===== config.mk =====
export PLATFORM = sky130hd
export DESIGN_NAME = vec_prog_loader
export DESIGN_NICKNAME = d
export VERILOG_FILES = /design/src/rtl/vec_pkg.sv /design/src/rtl/vec_word_packer.sv /design/src/rtl/vec_prog_loader.sv
export SDC_FILE = /design/constraint.sdc
export NUM_CORES = 2
export LEC_CHECK = 0
export CAP_MARGIN = 40
export CORE_AREA = 2 2 530 532
export DETAILED_ROUTE_END_ITERATION = 12
export DIE_AREA = 0 0 532 534
export HOLD_SLACK_MARGIN = 0.05
export SLEW_MARGIN = 20
export SYNTH_ARGS = -nofsm -noshare
export SYNTH_HDL_FRONTEND = slang
export SYNTH_HIERARCHICAL = 1
export SYNTH_SLANG_ARGS = --single-unit

===== constraint.sdc =====
create_clock -name clock -period 4.4 [get_ports clock]
set_clock_uncertainty 0.1 [all_clocks]
set_input_delay 0.44 -clock clock [delete_from_list [all_inputs] [get_ports clock]]
set_output_delay 0.44 -clock clock [all_outputs]
set_load 0.01 [all_outputs]

===== src/rtl/vec_pkg.sv =====
// Shared types and constants for the vector program loader.
package vec_pkg;

    // 32-bit words making up one 128-bit instruction
    localparam int unsigned INST_WORDS = 4;

    // Header word layout: instruction count in the upper half, vector count in the lower half
    localparam int unsigned HDR_INST_MSB = 31;
    localparam int unsigned HDR_INST_LSB = 16;
    localparam int unsigned HDR_DATA_MSB = 15;
    localparam int unsigned HDR_DATA_LSB = 0;

    typedef enum logic [2:0] {
        IDLE,
        LOAD_INST,
        LOAD_DATA,
        RUN,
        DRAIN
    } VecLoaderState_t;

    // Increment that sticks at all-ones instead of wrapping
    function automatic logic [31:0] sat_inc32(input logic [31:0] v);
        return (v == '1) ? v : v + 32'd1;
    endfunction

endpackage


===== src/rtl/vec_word_packer.sv =====
// Collects N consecutive 32-bit words into one wide word; word k lands in bits [32k+31:32k].
module vec_word_packer #(
    parameter int unsigned N = 4
) (
    input  logic            clk_i,
    input  logic            rst_i,
    input  logic            clear_i,
    input  logic            valid_i,
    input  logic [31:0]     data_i,
    output logic [32*N-1:0] data_o,
    output logic            done_o,
    output logic            last_o
);

    localparam int unsigned CW = (N > 1) ? $clog2(N) : 1;

    logic [CW-1:0]   cnt_q;
    logic [32*N-1:0] buf_q;
    logic            done_q;

    // Word slots are written in place, so the buffer is valid while the next group starts filling
    always_ff @(posedge clk_i) begin
        if (rst_i || clear_i) begin
            cnt_q  <= '0;
            buf_q  <= '0;
            done_q <= 1'b0;
        end else begin
            done_q <= 1'b0;
            if (valid_i) begin
                buf_q[32*cnt_q +: 32] <= data_i;
                if (last_o) begin
                    cnt_q  <= '0;
                    done_q <= 1'b1;
                end else begin
                    cnt_q <= cnt_q + 1'b1;
                end
            end
        end
    end

    assign last_o = (cnt_q == CW'(N - 1));
    assign data_o = buf_q;
    assign done_o = done_q;

endmodule


===== src/rtl/vec_prog_loader.sv =====
// Host-side loader: unpacks a header plus instruction/vector words into memory,
// runs the core with cycle counting, then streams the loaded vectors back out.
module vec_prog_loader
    import vec_pkg::*;
#(
    parameter int unsigned WIDTH              = 16,
    parameter int unsigned INST_MEM_SIZE      = 2048,
    parameter int unsigned DATA_MEM_SIZE      = 2048,
    parameter int unsigned INST_MEM_ADDR_SIZE = 32,
    parameter int unsigned DATA_MEM_ADDR_SIZE = 32
) (
    input  logic                          clock,
    input  logic                          reset,
    input  logic                          in_valid,
    output logic                          in_ready,
    input  logic [31:0]                   in_data,
    output logic                          out_valid,
    input  logic                          out_ready,
    output logic [31:0]                   out_data,
    output logic                          inst_write_en,
    output logic [INST_MEM_ADDR_SIZE-1:0] inst_write_addr,
    output logic [32*INST_WORDS-1:0]      inst_write_data,
    output logic                          data_write_en,
    output logic [DATA_MEM_ADDR_SIZE-1:0] data_write_addr,
    output logic [32*WIDTH-1:0]           data_write_data,
    output logic [DATA_MEM_ADDR_SIZE-1:0] data_read_addr,
    input  logic [32*WIDTH-1:0]           data_read_data,
    output logic                          core_reset,
    input  logic                          core_done,
    output logic                          busy,
    output logic                          err,
    output logic [31:0]                   run_cycles
);

    localparam int unsigned IC_W   = $clog2(INST_MEM_SIZE + 1);
    localparam int unsigned DC_W   = $clog2(DATA_MEM_SIZE + 1);
    localparam int unsigned LANE_W = (WIDTH > 1) ? $clog2(WIDTH) : 1;

    VecLoaderState_t state_q;

    logic              in_ready_q;
    logic              out_valid_q;
    logic              core_reset_q;
    logic              err_q;
    logic [31:0]       run_cycles_q;
    logic [31:0]       run_cycles_d;

    logic [IC_W-1:0]   inst_count_q;
    logic [IC_W-1:0]   inst_coll_q;
    logic [IC_W-1:0]   inst_idx_q;
    logic [DC_W-1:0]   data_count_q;
    logic [DC_W-1:0]   data_coll_q;
    logic [DC_W-1:0]   data_idx_q;
    logic [DC_W-1:0]   drain_vec_q;
    logic [LANE_W-1:0] lane_q;

    logic              accept;
    logic [15:0]       hdr_inst;
    logic [15:0]       hdr_data;
    logic              hdr_bad;

    logic              inst_pk_valid;
    logic              inst_pk_done;
    logic              inst_pk_last;
    logic              data_pk_valid;
    logic              data_pk_done;
    logic              data_pk_last;
    logic              pk_clear;

    logic              inst_last_accept;
    logic              inst_final_write;
    logic              data_last_accept;
    logic              data_final_write;
    logic              out_fire;
    logic              lane_last;

    assign accept   = in_valid && in_ready_q;
    assign out_fire = out_valid_q && out_ready;

    assign hdr_inst = in_data[HDR_INST_MSB:HDR_INST_LSB];
    assign hdr_data = in_data[HDR_DATA_MSB:HDR_DATA_LSB];
    assign hdr_bad  = (32'(hdr_inst) > INST_MEM_SIZE) || (32'(hdr_data) > DATA_MEM_SIZE);

    assign pk_clear      = accept && (state_q == IDLE);
    assign inst_pk_valid = accept && (state_q == LOAD_INST);
    assign data_pk_valid = accept && (state_q == LOAD_DATA);

    // The final word of a phase drops in_ready so no word of the next phase is
    // taken while the last write is still being presented.
    assign inst_last_accept = inst_pk_valid && inst_pk_last && (inst_coll_q == inst_count_q - IC_W'(1));
    assign data_last_accept = data_pk_valid && data_pk_last && (data_coll_q == data_count_q - DC_W'(1));
    assign inst_final_write = inst_pk_done && (inst_idx_q == inst_count_q - IC_W'(1));
    assign data_final_write = data_pk_done && (data_idx_q == data_count_q - DC_W'(1));
    assign lane_last        = (lane_q == LANE_W'(WIDTH - 1));

    vec_word_packer #(
        .N(INST_WORDS)
    ) u_inst_packer (
        .clk_i   (clock),
        .rst_i   (reset),
        .clear_i (pk_clear),
        .valid_i (inst_pk_valid),
        .data_i  (in_data),
        .data_o  (inst_write_data),
        .done_o  (inst_pk_done),
        .last_o  (inst_pk_last)
    );

    vec_word_packer #(
        .N(WIDTH)
    ) u_data_packer (
        .clk_i   (clock),
        .rst_i   (reset),
        .clear_i (pk_clear),
        .valid_i (data_pk_valid),
        .data_i  (in_data),
        .data_o  (data_write_data),
        .done_o  (data_pk_done),
        .last_o  (data_pk_last)
    );

    // Saturating next value of the run-cycle counter
    always_comb begin
        run_cycles_d = sat_inc32(run_cycles_q);
    end

    // Loader sequencing: header decode, load bookkeeping, run timing and drain walk
    always_ff @(posedge clock) begin
        if (reset) begin
            state_q      <= IDLE;
            in_ready_q   <= 1'b0;
            out_valid_q  <= 1'b0;
            core_reset_q <= 1'b1;
            err_q        <= 1'b0;
            run_cycles_q <= '0;
            inst_count_q <= '0;
            inst_coll_q  <= '0;
            inst_idx_q   <= '0;
            data_count_q <= '0;
            data_coll_q  <= '0;
            data_idx_q   <= '0;
            drain_vec_q  <= '0;
            lane_q       <= '0;
        end else begin
            case (state_q)
                IDLE: begin
                    in_ready_q <= 1'b1;
                    if (accept) begin
                        if (hdr_bad) begin
                            err_q <= 1'b1;
                        end else begin
                            err_q        <= 1'b0;
                            run_cycles_q <= '0;
                            inst_count_q <= IC_W'(hdr_inst);
                            data_count_q <= DC_W'(hdr_data);
                            inst_coll_q  <= '0;
                            inst_idx_q   <= '0;
                            data_coll_q  <= '0;
                            data_idx_q   <= '0;
                            drain_vec_q  <= '0;
                            lane_q       <= '0;
                            if (hdr_inst != 16'd0) begin
                                state_q <= LOAD_INST;
                            end else if (hdr_data != 16'd0) begin
                                state_q <= LOAD_DATA;
                            end else begin
                                state_q      <= RUN;
                                in_ready_q   <= 1'b0;
                                core_reset_q <= 1'b0;
                            end
                        end
                    end
                end

                LOAD_INST: begin
                    if (inst_pk_valid && inst_pk_last) begin
                        inst_coll_q <= inst_coll_q + 1'b1;
                    end
                    if (inst_last_accept) begin
                        in_ready_q <= 1'b0;
                    end
                    if (inst_pk_done) begin
                        inst_idx_q <= inst_idx_q + 1'b1;
                        if (inst_final_write) begin
                            if (data_count_q != '0) begin
                                state_q    <= LOAD_DATA;
                                in_ready_q <= 1'b1;
                            end else begin
                                state_q      <= RUN;
                                core_reset_q <= 1'b0;
                            end
                        end
                    end
                end

                LOAD_DATA: begin
                    if (data_pk_valid && data_pk_last) begin
                        data_coll_q <= data_coll_q + 1'b1;
                    end
                    if (data_last_accept) begin
                        in_ready_q <= 1'b0;
                    end
                    if (data_pk_done) begin
                        data_idx_q <= data_idx_q + 1'b1;
                        if (data_final_write) begin
                            state_q      <= RUN;
                            core_reset_q <= 1'b0;
                        end
                    end
                end

                RUN: begin
                    run_cycles_q <= run_cycles_d;
                    if (core_done) begin
                        core_reset_q <= 1'b1;
                        if (data_count_q != '0) begin
                            state_q     <= DRAIN;
                            out_valid_q <= 1'b1;
                        end else begin
                            state_q    <= IDLE;
                            in_ready_q <= 1'b1;
                        end
                    end
                end

                DRAIN: begin
                    if (out_fire) begin
                        if (lane_last) begin
                            lane_q <= '0;
                            if (drain_vec_q == data_count_q - DC_W'(1)) begin
                                state_q     <= IDLE;
                                out_valid_q <= 1'b0;
                                in_ready_q  <= 1'b1;
                            end else begin
                                drain_vec_q <= drain_vec_q + 1'b1;
                            end
                        end else begin
                            lane_q <= lane_q + 1'b1;
                        end
                    end
                end

                default: begin
                    state_q <= IDLE;
                end
            endcase
        end
    end

    // Lane select of the combinational memory read; forced to zero when nothing is offered
    always_comb begin
        out_data = '0;
        if (out_valid_q) begin
            out_data = data_read_data[32*lane_q +: 32];
        end
    end

    // Strobes are gated by reset so an abort cancels a write already in flight
    assign inst_write_en   = inst_pk_done && !reset;
    assign data_write_en   = data_pk_done && !reset;
    assign inst_write_addr = INST_MEM_ADDR_SIZE'(inst_idx_q);
    assign data_write_addr = DATA_MEM_ADDR_SIZE'(data_idx_q);
    assign data_read_addr  = DATA_MEM_ADDR_SIZE'(drain_vec_q);

    assign in_ready   = in_ready_q;
    assign out_valid  = out_valid_q;
    assign core_reset = core_reset_q;
    assign busy       = (state_q != IDLE);
    assign err        = err_q;
    assign run_cycles = run_cycles_q;

endmodule


==> flow_summary.json <==
{
  "max_freq_ghz": 0.250,
  "worst-path-buf-inv": 2,
  "hold_slack_ps": 187,
  "vias": 36300,
  "cts.clk_slew.worst_paths_ps": 70,
  "syn-instance-count": 3880,
  "syn-cell-area_mm2": 0.0360,
  "ys.flop_type": "dfxtp_1",
  "r2r_end": "u_inst_packer/data_o[116]",
  "ir_drop_mv": 0.287,
  "global_route.usage.met2_pct": 36.6,
  "min_path_type": "in2reg",
  "rr_worst_depth": 8,
  "grt_busiest_layer": "met2",
  "track_usage_pct": 19.4,
  "synth-edff-count": 0,
  "crit_chain": "buf_4 -> mux4_2 -> mux4_2 -> and2_1 -> clkdlybuf4s50_1",
  "place.gp.congestion": 1.06,
  "core_mm2": 0.278,
  "cts_resized": 0,
  "cp_num_cells": 5,
  "clock_path_buffers": 3,
  "multiInputGateArea_mm2": 0.0188,
  "final_cell_mix": "clkdlybuf4s50_1 (1232), dfxtp_1 (769), nand2_1 (765)",
  "setup_viol": 0,
  "cp-endpoint": "out_data[18]",
  "ys_seq_elements": 775,
  "arrival_ps": 3470,
  "grt_pass1_vias": 35400,
  "maxSlewHeadroom_pct": 23.5,
  "end_kind": "primary output",
  "postSynthAreaPerCell_um2": 9.29,
  "cts_max_level": 3,
  "grt_max_degree": 175,
  "tns_ps": 0,
  "async_flop_share_pct": 0,
  "path_class": "reg2out",
  "power.leakage_nw": 18.7,
  "rsz0062_at_grt": "false",
  "clkLatencyLatePin_ps": 720,
  "ys_warn_count": 6,
  "report.final.slew_viol_count": 0,
  "powerDensity_mw_per_mm2": 295,
  "grt_pass1_wl_um": 365000,
  "cp.required_ps": 3860,
  "num_io_pins": 1356,
  "areaGrowthSynthToFinish_pct": 57.3,
  "synth_cell_types": 90,
  "routed_via_density": 4.07,
  "overflow": 0,
  "drtPass1Iterations": 6,
  "dieArea_mm2": 0.284,
  "antenna_found_initial": 125,
  "crit_start": "lane_q[0]",
  "place_inst": 8680,
  "cts.sinks": 775,
  "period_needed_ps": 4010,
  "startpoint_type": "flip-flop",
  "drtIter0Drc": 3043,
  "initial_utilization_pct": 12.9,
  "final_nets": 5619,
  "hold_violations": 0,
  "final_antenna_net_count": 0,
  "numCtsBuffers": 88,
  "finalCritPeriodShare_pct": 91.1,
  "hold_depth": 3,
  "cts_tree": "built",
  "reg2reg_setup_slack_ps": 810,
  "drive_gt1_share_pct": 11.5,
  "rr_startpoint": "state_q[2]",
  "wirelength_um": 288000,
  "critPathMaxStageDelay_ps": 610,
  "rows": 194,
  "crit_path_max_fanout": 14,
  "cpLargestDelayFamily": "multiplexers",
  "drc": 0,
  "yosysSeqAreaShare_pct": 43.0,
  "cap_violations": 0,
  "wl_per_cell_um": 32.3,
  "critPathMostFrequentCell": "mux4_2",
  "fill_cells": 30400,
  "stdcell_count": 8920,
  "use_met1_pct": 17.8,
  "hpwlAfterDp_um": 232000,
  "slowest_stage": "dfxtp_4",
  "die_w_um": 532,
  "cts-root-buf": "clkbuf_16",
  "grt.met3_usage_pct": 5.96,
  "die_h_um": 534,
  "status": "finished, final reports clean",
  "seqCellArea_mm2": 0.0155,
  "worst_slew_pin_slew_ps": 1150,
  "io_buffer_count": 1295,
  "final_common_cell": "clkdlybuf4s50_1"
}
[cell usage after synthesis, types with 23 or more instances]
| cell type | count | area, um2 |
|---|---|---|
| a21oi_1 | 228 | 1140 |
| a22o_1 | 64 | 561 |
| a32oi_1 | 34 | 298 |
| and2_1 | 43 | 269 |
| and3_1 | 54 | 338 |
| buf_1 | 23 | 86.3 |
| buf_2 | 73 | 365 |
| buf_4 | 86 | 646 |
| clkbuf_1 | 224 | 841 |
| dfxtp_1 | 775 | 15500 |
| inv_1 | 34 | 128 |
| mux2i_1 | 286 | 2860 |
| mux4_2 | 160 | 3600 |
| nand2_1 | 768 | 2880 |
| nand3_1 | 262 | 1310 |
| nand4_1 | 64 | 400 |
| nor2_1 | 201 | 754 |
| nor3_1 | 29 | 145 |
| o21ai_0 | 113 | 566 |
| xnor2_1 | 70 | 613 |
| xor2_1 | 59 | 517 |
[worst min-delay path, stage by stage]
cell	delay (ps)
buf_2	190
buf_12	200
nor2_1	110
[layout make-up]
type / instances / share of cell area (%)
Antenna cell: 72 / 0.318
Clock buffer: 121 / 4.51
Clock inverter: 44 / 1.31
Inverter: 34 / 0.225
Multi-Input combinational cell: 2718 / 33.2
Sequential cell: 775 / 27.4
Tap cell: 3724 / 8.22
Timing Repair Buffer: 1432 / 24.8
[kinds of logic (layout without fill, tap and decap cells)]
family	after synthesis	in the layout	share of synthesized area, %
simple gates	1534	1534	19.5
flops	775	775	43.0
xor+xnor	139	139	3.75
fa+ha+maj	21	21	0.729
mux	447	447	18.0
other cells	1	132	0.0104
compound gates	517	517	9.04
buf+inv	446	1631	5.92
[repair_timing]
item / in CTS / in global routing
endpoints found under the hold margin: 2 / 0
setup buffers: 0 / 0
hold buffers: 2 / 0
[worst min path at each step]
stage / from / end / slack (ps)
after floorplan: u_inst_packer/data_o[10] / u_inst_packer/data_o[10] / 380
after global placement: u_inst_packer/data_o[19] / u_inst_packer/data_o[19] / 340
after detailed placement: u_inst_packer/data_o[19] / u_inst_packer/data_o[19] / 340
after CTS: reset / run_cycles[1] / 120
after global routing: reset / data_count_q[7] / 150
final: reset / run_cycles[1] / 190
[metal layers]
metal	wire (um)	vias to the layer above	part of all wire [%]
met2	152000	1979	53
met3	24200	513	8.4
li1	-	15900	-
met1	90300	17900	31
met5	263	-	0.091
met4	21100	38	7.3
[state kept, by name, indices dropped and copies added (netlist names), 12 cells and up]
name,flops
inst_count_q,12
data_count_q,12
data_idx_q,12
u_inst_packer/data_o,128
inst_coll_q,12
data_coll_q,12
u_data_packer/data_o,512
drain_vec_q,12
run_cycles,32
inst_idx_q,12
[power by group]
part | internal (mW) | switching (mW) | leakage, nW
registers | 7.01 | 0.00277 | 6.24
logic | 0.577 | 0.779 | 10.9
clock network | 4.91 | 3.44 | 1.61
[metrics by stage]
stage	total power [mW]	utilization [%]	setup slack, ps	area [um2]
after global placement	8.54	19.0	526	53000
after floorplan	7.54	-	1310	36300
final	16.7	20.4	392	56700
after global routing	17.2	20.3	219	56600
after detailed placement	8.55	19.1	450	53200
after CTS	16.9	20.3	172	56500
Note: power is estimated with default switching activity, not from simulation.
